--- config.mk ---
export PLATFORM = sky130hd
export DESIGN_NAME = frame_update_scheduler_flat
export DESIGN_NICKNAME = d
export VERILOG_FILES = /design/src/rtl/frame_update_scheduler_if.sv /design/src/rtl/frame_update_scheduler.sv /design/src/flat_wrapper.sv
export SDC_FILE = /design/constraint.sdc
export NUM_CORES = 1
export LEC_CHECK = 0
export ABC_AREA = 1
export CAP_MARGIN = 20
export CORE_MARGIN = 8
export CORE_UTILIZATION = 30
export DETAILED_ROUTE_END_ITERATION = 16
export PLACE_DENSITY = 0.55
export SYNTH_ARGS = -nofsm -noshare
export SYNTH_HDL_FRONTEND = slang
export SYNTH_SLANG_ARGS = --single-unit
--- constraint.sdc ---
create_clock -name clk -period 2.5 [get_ports clk]
set_input_delay 0.375 -clock clk [delete_from_list [all_inputs] [get_ports clk]]
set_output_delay 0.375 -clock clk [all_outputs]
set_load 0.02 [all_outputs]
--- src/rtl/frame_update_scheduler_if.sv ---
// Request/acknowledge bundle between the frame scheduler and the five game-logic update units.
// The master side is the scheduler; the slave side is the datapath.
interface frame_update_scheduler_if;
  logic [4:0] phase_req;
  logic [4:0] phase_ack;
  logic       march_en;

  modport master (
    output phase_req,
    output march_en,
    input  phase_ack
  );

  modport slave (
    input  phase_req,
    input  march_en,
    output phase_ack
  );
endinterface

--- src/rtl/frame_update_scheduler.sv ---
// Per-frame sequencer issuing one-hot update requests to player, shots, invaders, collide, score.
// Optional macro SCHED_PAUSE_EN adds a pause input that blocks new frames from starting.
module frame_update_scheduler #(
  parameter int unsigned MARCH_DIV_MAX = 32,
  parameter int unsigned MARCH_DIV_MIN = 2,
  parameter int unsigned ACK_TIMEOUT   = 255,
  parameter int unsigned INV_W         = 6
) (
  input  logic                 clk,
  input  logic                 reset_n,
  input  logic                 frame_tick,
  input  logic [1:0]           game_state,
  input  logic [INV_W-1:0]     invaders_left,
  input  logic                 clear_err,
`ifdef SCHED_PAUSE_EN
  input  logic                 pause,
`endif
  frame_update_scheduler_if.master upd,
  output logic                 busy,
  output logic                 overrun,
  output logic                 timeout_err,
  output logic [15:0]          frame_count
);

  localparam int unsigned TW = $clog2(ACK_TIMEOUT + 1);
  localparam int unsigned MW = $clog2(MARCH_DIV_MAX + 1);
  localparam logic [TW-1:0] TmoLast = TW'(ACK_TIMEOUT - 1);

  typedef enum logic [2:0] {
    StIdle, StPlayer, StShots, StInvaders, StCollide, StScore, StDone
  } state_e;

  state_e        state_q;
  logic [4:0]    req_q;
  logic          march_en_q;
  logic          busy_q;
  logic          overrun_q;
  logic          timeout_err_q;
  logic [15:0]   frame_count_q;
  logic [MW-1:0] march_cnt_q;
  logic          march_due_q;
  logic [TW-1:0] tmo_cnt_q;

  logic          pause_act;
  logic          playing;
  logic [31:0]   inv_ext;
  logic [31:0]   div;
  logic [31:0]   cnt_inc;
  logic          march_hit;
  logic          ack_hit;
  logic          to_hit;
  logic          in_phase;
  logic          phase_go;
  state_e        adv_state;
  logic [4:0]    adv_req;
  logic          adv_march;

`ifdef SCHED_PAUSE_EN
  assign pause_act = pause;
`else
  assign pause_act = 1'b0;
`endif

  always_comb begin
    playing = (game_state == 2'b01);
    inv_ext = 32'(invaders_left);
    if (inv_ext < MARCH_DIV_MIN) begin
      div = MARCH_DIV_MIN;
    end else if (inv_ext > MARCH_DIV_MAX) begin
      div = MARCH_DIV_MAX;
    end else begin
      div = inv_ext;
    end
    cnt_inc   = 32'(march_cnt_q) + 32'd1;
    march_hit = (cnt_inc >= div);

    // Only the unit's own ack bit matters; a skipped phase has no request so it cannot match.
    ack_hit  = |(upd.phase_ack & req_q);
    to_hit   = (|req_q) && (tmo_cnt_q == TmoLast);
    in_phase = (state_q != StIdle) && (state_q != StDone);
    phase_go = ack_hit || to_hit || ((state_q == StInvaders) && !march_due_q);

    adv_state = StIdle;
    adv_req   = 5'b00000;
    adv_march = 1'b0;
    unique case (state_q)
      StPlayer: begin
        adv_state = StShots;
        adv_req   = 5'b00010;
      end
      StShots: begin
        adv_state = StInvaders;
        adv_req   = march_due_q ? 5'b00100 : 5'b00000;
        adv_march = march_due_q;
      end
      StInvaders: begin
        adv_state = StCollide;
        adv_req   = 5'b01000;
      end
      StCollide: begin
        adv_state = StScore;
        adv_req   = 5'b10000;
      end
      StScore: begin
        adv_state = StDone;
      end
      default: ;
    endcase
  end

  always_ff @(posedge clk or negedge reset_n) begin
    if (!reset_n) begin
      state_q       <= StIdle;
      req_q         <= 5'b00000;
      march_en_q    <= 1'b0;
      busy_q        <= 1'b0;
      overrun_q     <= 1'b0;
      timeout_err_q <= 1'b0;
      frame_count_q <= 16'd0;
      march_cnt_q   <= '0;
      march_due_q   <= 1'b0;
      tmo_cnt_q     <= '0;
    end else begin
      if (frame_tick && (state_q != StIdle)) begin
        overrun_q <= 1'b1;
      end else if (clear_err) begin
        overrun_q <= 1'b0;
      end

      if (in_phase && playing && to_hit && !ack_hit) begin
        timeout_err_q <= 1'b1;
      end else if (clear_err) begin
        timeout_err_q <= 1'b0;
      end

      case (state_q)
        StIdle: begin
          if (playing && frame_tick && !pause_act) begin
            state_q    <= StPlayer;
            req_q      <= 5'b00001;
            march_en_q <= 1'b0;
            busy_q     <= 1'b1;
            tmo_cnt_q  <= '0;
            if (march_hit) begin
              march_due_q <= 1'b1;
              march_cnt_q <= '0;
            end else begin
              march_due_q <= 1'b0;
              march_cnt_q <= MW'(cnt_inc);
            end
          end
        end
        StDone: begin
          state_q <= StIdle;
          busy_q  <= 1'b0;
          if (playing) begin
            frame_count_q <= frame_count_q + 16'd1;
          end
        end
        default: begin
          if (!playing) begin
            // Abandon the frame: no DONE, no frame count, march counter untouched.
            state_q    <= StIdle;
            req_q      <= 5'b00000;
            march_en_q <= 1'b0;
            busy_q     <= 1'b0;
          end else if (phase_go) begin
            state_q    <= adv_state;
            req_q      <= adv_req;
            march_en_q <= adv_march;
            tmo_cnt_q  <= '0;
          end else if (|req_q) begin
            tmo_cnt_q <= tmo_cnt_q + 1'b1;
          end
        end
      endcase

      // Start screen keeps the game counters pinned to zero.
      if (game_state == 2'b00) begin
        march_cnt_q   <= '0;
        frame_count_q <= 16'd0;
      end
    end
  end

  assign upd.phase_req = req_q;
  assign upd.march_en  = march_en_q;
  assign busy          = busy_q;
  assign overrun       = overrun_q;
  assign timeout_err   = timeout_err_q;
  assign frame_count   = frame_count_q;

endmodule

--- src/flat_wrapper.sv ---
// flat-port wrapper written by rule: the top's interface ports become plain ports
module frame_update_scheduler_flat 
#(
  parameter int unsigned MARCH_DIV_MAX = 32,
  parameter int unsigned MARCH_DIV_MIN = 2,
  parameter int unsigned ACK_TIMEOUT   = 255,
  parameter int unsigned INV_W         = 6
)
  (clk, reset_n, frame_tick, game_state, invaders_left, clear_err, busy, overrun, timeout_err, frame_count, upd_phase_req, upd_march_en, upd_phase_ack);
  frame_update_scheduler_if upd_i ();
  input  logic clk;
  input  logic reset_n;
  input  logic frame_tick;
  input  logic [1:0] game_state;
  input  logic [INV_W-1:0] invaders_left;
  input  logic clear_err;
  output logic busy;
  output logic overrun;
  output logic timeout_err;
  output logic [15:0] frame_count;
  output wire logic [$bits(upd_i.phase_req)-1:0] upd_phase_req;
  output wire logic [$bits(upd_i.march_en)-1:0] upd_march_en;
  input wire logic [$bits(upd_i.phase_ack)-1:0] upd_phase_ack;
  assign upd_phase_req = upd_i.phase_req;
  assign upd_march_en = upd_i.march_en;
  assign upd_i.phase_ack = upd_phase_ack;
  frame_update_scheduler #(.MARCH_DIV_MAX(MARCH_DIV_MAX), .MARCH_DIV_MIN(MARCH_DIV_MIN), .ACK_TIMEOUT(ACK_TIMEOUT), .INV_W(INV_W)) u_core (.clk(clk), .reset_n(reset_n), .frame_tick(frame_tick), .game_state(game_state), .invaders_left(invaders_left), .clear_err(clear_err), .upd(upd_i), .busy(busy), .overrun(overrun), .timeout_err(timeout_err), .frame_count(frame_count));
endmodule
==> impl_metrics.env <==
export IMPL_ys_ff_latch=42
export IMPL_post_cts_buffers=0
export IMPL_grt_max_degree=26
export IMPL_pre_cts_ws_ns=-0.0135
export IMPL_ys_types=31
export IMPL_cts_sinks=42
export IMPL_worstPathRequired_ns=2.68
export IMPL_synth_seq_area_share=0.401
export IMPL_drt_initial_drc_count=83
export IMPL_grt_pass1_vias=2343
export IMPL_clkLatencyLatePin_ns=0.29
export IMPL_gp_congestion=0.826
export IMPL_remaining_drc_errors=0
export IMPL_crit_path_end_kind="register"
export IMPL_port_buffers=41
export IMPL_wl_met2_mm=2.77
export IMPL_tightest_slew_ns=0.591
export IMPL_rrSetupSlack_ns=0.43
export IMPL_wl_met1_mm=2.98
export IMPL_drive_above_1_share=0.0608
export IMPL_grt_pass1_wl_mm=10.8
export IMPL_diodes=0
export IMPL_cts_repair_resized=0
export IMPL_syn2layout_area_growth_pct=23.2
export IMPL_r2r_end="u_core.march_cnt_q[4]$_DFFE_PN0P_"
export IMPL_reg2reg_from="u_core.march_cnt_q[0]$_DFFE_PN0P_"
export IMPL_cpPeakStageDelay_ns=0.41
export IMPL_core_area_um2=8590
export IMPL_ff2ff_path_depth=8
export IMPL_path_clk_slew_ns=0.07
export IMPL_cp_start_kind="input port"
export IMPL_crit_top_cell="o21ai_0"
export IMPL_grt_util_all_layers=0.111
export IMPL_ant_nets=0
export IMPL_cts_tree="done"
export IMPL_wl_met3_um=242
export IMPL_avgViaCountPerCell=4.75
export IMPL_syn_nets=375
export IMPL_fp_dieArea_um2=12000
export IMPL_min_period_ns=2.18
export IMPL_htree_levels=2
export IMPL_path_cells="clkdlybuf4s50_1, nor2_1, nand2_1, o21ai_0, o21ai_0, ha_1, a21oi_1, o21ai_0, nand3_1, nand3_1, o21ai_1"
export IMPL_firstDrtPassIters=4
export IMPL_rsz0062_at_grt="no"
export IMPL_routed_wl_mm=6.07
export IMPL_io_pins=42
export IMPL_top_layer_used="met4"
export IMPL_dieHeight_um=109
export IMPL_hold_violations=0
export IMPL_cap_violations=0
export IMPL_hold_class="input port to async pin"
export IMPL_status="complete, no violations"
export IMPL_path_depth=11
export IMPL_dpl_hpwl_mm=4.79
export IMPL_antenna_found_initial=0
export IMPL_critPathMaxFanout=7
export IMPL_irDropWorstVdd_mv=0.468
export IMPL_crit_family="compound AO/OA/AOI/OAI gates"
export IMPL_holdBufCountCts=0
export IMPL_syn_cell_area_um2=2620
export IMPL_cts_buffers=5
export IMPL_clk_path_buf_depth=2
export IMPL_setup_ws_ns=0.322
export IMPL_rows=34
export IMPL_fmax_mhz=459
export IMPL_leakagePower_nw=1.54
export IMPL_syn_inst=348
export IMPL_ys_warn_count=0
export IMPL_clockRootBuffer="clkbuf_8"
export IMPL_via_count=2387
export IMPL_cp_arrival_ns=2.36
export IMPL_crit_buf_inv=1
export IMPL_grt_overflow_total=0
export IMPL_critical_path_slowest_cell="clkdlybuf4s50_1"
export IMPL_finalSetupViolations=0
export IMPL_p_per_area_nw_per_um2=646
export IMPL_initial_utilization=0.305
export IMPL_die_x_um=109
export IMPL_slew_viol_final=0
export IMPL_final_nets=422
export IMPL_p_total_mw=2.09
export IMPL_syn_avg_cell_area_um2=7.53
export IMPL_period_share=0.871
export IMPL_fin_skew_ns=0.00449
export IMPL_critPathKind="input port to register"
export IMPL_wl_per_cell_um=12.1
export IMPL_relSlewSlack=0.606
==> layout make-up <==
cell class / instances / area [um^2]
well taps: 108 / 135
flip-flops and latches: 42 / 1050
inverters: 43 / 164
repair buffers: 44 / 428
multi-input cells: 259 / 1380
fillers: 918 / 5360
clock buffers: 7 / 76.3
==> how the worst max path moves through the flow <==
stage / slack, ns / from / endpoint
floorplan: 0.67 / invaders_left[3] / u_core.march_cnt_q[4]$_DFFE_PN0P_
global placement: 0.02 / invaders_left[3] / u_core.march_cnt_q[5]$_DFFE_PN0P_
detailed placement: -0.01 / invaders_left[3] / u_core.march_cnt_q[4]$_DFFE_PN0P_
CTS: 0.30 / invaders_left[3] / u_core.march_cnt_q[4]$_DFFE_PN0P_
global route: 0.11 / invaders_left[3] / u_core.march_cnt_q[1]$_DFFE_PN0P_
finish: 0.32 / invaders_left[3] / u_core.march_cnt_q[4]$_DFFE_PN0P_
==> cells in the mapped netlist <==
library cell | count | area share
nand2_1 | 94 | 0.13
dfrtp_1 | 42 | 0.40
inv_1 | 41 | 0.059
nor2_1 | 34 | 0.049
nand3_1 | 26 | 0.050
nand4_1 | 21 | 0.050
o21ai_0 | 18 | 0.034
a21oi_1 | 13 | 0.025
nor3_1 | 12 | 0.023
ha_1 | 10 | 0.048
xor2_1 | 7 | 0.023
nand3_2 | 4 | 0.015
o21ai_1 | 3 | 0.0057
buf_4 | 2 | 0.0057
nand2_4 | 2 | 0.0086
nor3_4 | 2 | 0.012
o21ai_4 | 2 | 0.012
xnor2_1 | 2 | 0.0067
a21o_1 | 1 | 0.0029
a21oi_4 | 1 | 0.0062
a31oi_1 | 1 | 0.0024
buf_6 | 1 | 0.0043
clkbuf_1 | 1 | 0.0014
clkinv_1 | 1 | 0.0014
inv_4 | 1 | 0.0024
nor2_2 | 1 | 0.0024
nor3b_1 | 1 | 0.0029
o21ai_2 | 1 | 0.0033
o21bai_1 | 1 | 0.0029
o22ai_1 | 1 | 0.0024
or2_2 | 1 | 0.0024
==> placed cells by master, fill, tap and decap left out, drive strengths merged <==
cell type and instances:
nand2 96, a21oi 14, nor3b 1, a31oi 1, buf 4, o21bai 1
clkinv 1, o22ai 1, or2 1, nand4 21, clkbuf 7, o21ai 24
dfrtp 42, nor3 14, ha 10, nand3 30, xnor2 2, clkdlybuf4s50 40
xor2 7, a21o 1, nor2 35, inv 42
==> power breakdown <==
| group | switching, mW | total, mW | internal [mW] |
|---|---|---|---|
| Combinational | 0.512 | 0.801 | 0.289 |
| Sequential | 0.102 | 0.867 | 0.765 |
| Clock | 0.227 | 0.419 | 0.193 |
==> through the flow <==
stage                     area (um^2)  hold slack [ns]  utilization  instances  TNS, ns
final                            3230           0.0835        0.376        503        0
after global routing             3230            0.123        0.376        503        0
after CTS                        3230            0.102        0.376        503        0
after detailed placement         3150            0.425        0.367        496  -0.0268
after global placement           3150            0.421        0.367        496        0
after floorplan                  2620           0.0794            -        348        0
==> per-layer routing <==
layer / vias up / GRT usage
met5: - / 0
met4: 0 / 0.0395
met3: 5 / 0.0246
met2: 40 / 0.167
met1: 1096 / 0.152
li1: 1246 / -
==> registers in the layout (all words and copies together), names as in the netlist <==
signal	count
u_core.state_q	3
u_core.overrun	1
u_core.tmo_cnt_q	8
u_core.timeout_err	1
u_core.march_due_q	1
u_core.march_cnt_q	6
u_core.frame_count	16
u_core.upd.phase_req	5
u_core.busy	1
==> logic make-up (layout without fill, tap and decap cells) <==
group	Yosys count	count (layout)	share of synthesized area
AOI/OAI and AO/OA	42	42	0.0974
xor gates and xnor gates	9	9	0.0301
adders and majority gates	10	10	0.0477
buffers and inverters	47	94	0.0740
DFF	42	42	0.401
and+or+nand+nor	198	198	0.350
Power figures use the tool's default switching activity.
==> variant, RTL diff (config.mk and constraints unchanged) <==
Reset style: synchronous (`reset_n`), changed in one clocked block.
--- a/src/rtl/frame_update_scheduler.sv
+++ b/src/rtl/frame_update_scheduler.sv
@@ -109,5 +109,5 @@
   end
 
-  always_ff @(posedge clk or negedge reset_n) begin
+  always_ff @(posedge clk) begin
     if (!reset_n) begin
       state_q       <= StIdle;
Check against the original RTL: differs if reset_n is asserted again (counterexample within 4 cycles, from zero or initial values and one cycle with reset_n low); with reset_n held inactive, the same outputs for 10 cycles.
==> variant against the original RTL <==
- worst setup slack worse by 0.028 ns
- via count up 7.5%
- wire length up 4.8%
- total power up 11%
- synthesized area down 2.3%
- cell area down 0.23%
- worst hold slack better by 0.40 ns
- sequential cell count unchanged
- critical endpoint is now u_core.march_due_q
- largest power group is now combinational logic
==> variant: results (changes against the original RTL) <==
| Metric | Value |
|---|---|
| Layout Nets | `476 (was 422)` |
| Hold slack final | `0.4804 ns (was 0.08347 ns)` |
| Max Clock Skew | `0.01163 ns (was 0.004492 ns)` |
| CLK BUF | `6 (was 7)` |
| Netlist cell types | `25 (was 31)` |
| Placer congestion estimate | `0.8893 (was 0.8262)` |
| Clk power | `0.555 mW (was 0.419 mW)` |
| Area after DPL | `3113 um^2 (was 3154 um^2)` |
| Hold WC Path Type | `register to register (was primary input to async pin)` |
| Number of fill cells | `864 (was 918)` |
| Post-placement cell count | `547 (was 496)` |
| #MultiIn Comb | `295 (was 259)` |
| Final worst path period need | `2.206 ns (was 2.178 ns)` |
| Status | `completed (unchanged)` |
| Fraction of area in registers | `0.2609 (was 0.3253)` |
| Mapped Avg Cell Area | `6.400 um^2 (was 7.532 um^2)` |
| Buffers excl. clock | `47 (was 44)` |
| Multi-input combinational area share | `0.4554 (was 0.4260)` |
| Non-clk invs | `58 (was 43)` |
| CP Data Arrival Time | `2.41 ns (was 2.36 ns)` |
| Clk cell area share | `0.03416 (was 0.02363)` |
| First-pass GRT wire length | `10.87 mm (was 10.84 mm)` |
| Top post-synthesis cells by area | `dfxtp_1 33%, nand2_1 14%, nor2_1 8.5% (was dfrtp_1 40%, nand2_1 13%, inv_1 5.9%)` |
| Met2 Use GR | `0.1800 (was 0.1667)` |
| Met3 WL post-DR | `313 um (was 242 um)` |
| Synth Area in Compound Gates | `0.1080 (was 0.09737)` |
| Worst-path clk slew | `0.09 ns (was 0.07 ns)` |
| Post-Synthesis Net Count | `427 (was 375)` |
| Reg2reg setup slack | `0.52 ns (was 0.43 ns)` |
| Slew @ Worst Pin | `0.5911 ns (about the same)` |
| Met2 wire length | `2.900 mm (was 2.766 mm)` |
| Buffering overhead | `0.1413 (was 0.1325)` |
| Dpl ws | `-0.02417 ns (was -0.01353 ns)` |
| Area Overhead vs Synth | `25.90% (was 23.25%)` |
| Iteration-0 DRC Markers | `95 (was 83)` |
| Total Routing Usage GR | `0.1114 (was 0.1107)` |
| Post-Synth XOR/XNOR Area | `0.02737 (was 0.03007)` |
| Drt total wl | `6.363 mm (was 6.069 mm)` |
| Ys async rst share | `0 (was 1.000)` |
| CP max FO | `6 (was 7)` |
| Met3 Track Usage GR | `0.02558 (was 0.02462)` |
==> variant: cell count changes in the layout (fill, tap and decap cells not counted), moves of 8 or more <==
cell / delta
a21oi_1: +19
dfrtp_1: -42
dfxtp_1: +42
inv_1: +14
nand3_1: +8
nand4_1: -10
nor2_1: +24
==> variant: path summary, 6_finish.rpt <==
kind,startpoint,to,depth (start not counted)
setup / recovery,invaders_left[2],u_core.march_due_q,12
hold / removal,u_core.frame_count[4],u_core.frame_count[4],2
setup reg to reg,u_core.march_cnt_q[0],u_core.march_due_q,13
hold reg to reg,u_core.frame_count[4],u_core.frame_count[4],2
==> variant: worst max-delay path: stages <==
cell             delay, ns
clkdlybuf4s50_1       0.41
nor3_1                0.25
nand2_1               0.11
o21ai_0               0.21
nand2_1               0.08
ha_1                  0.29
a21oi_1               0.11
o21ai_0               0.09
nand2_1               0.17
nand4_1               0.15
nand2_1               0.11
inv_1                 0.04
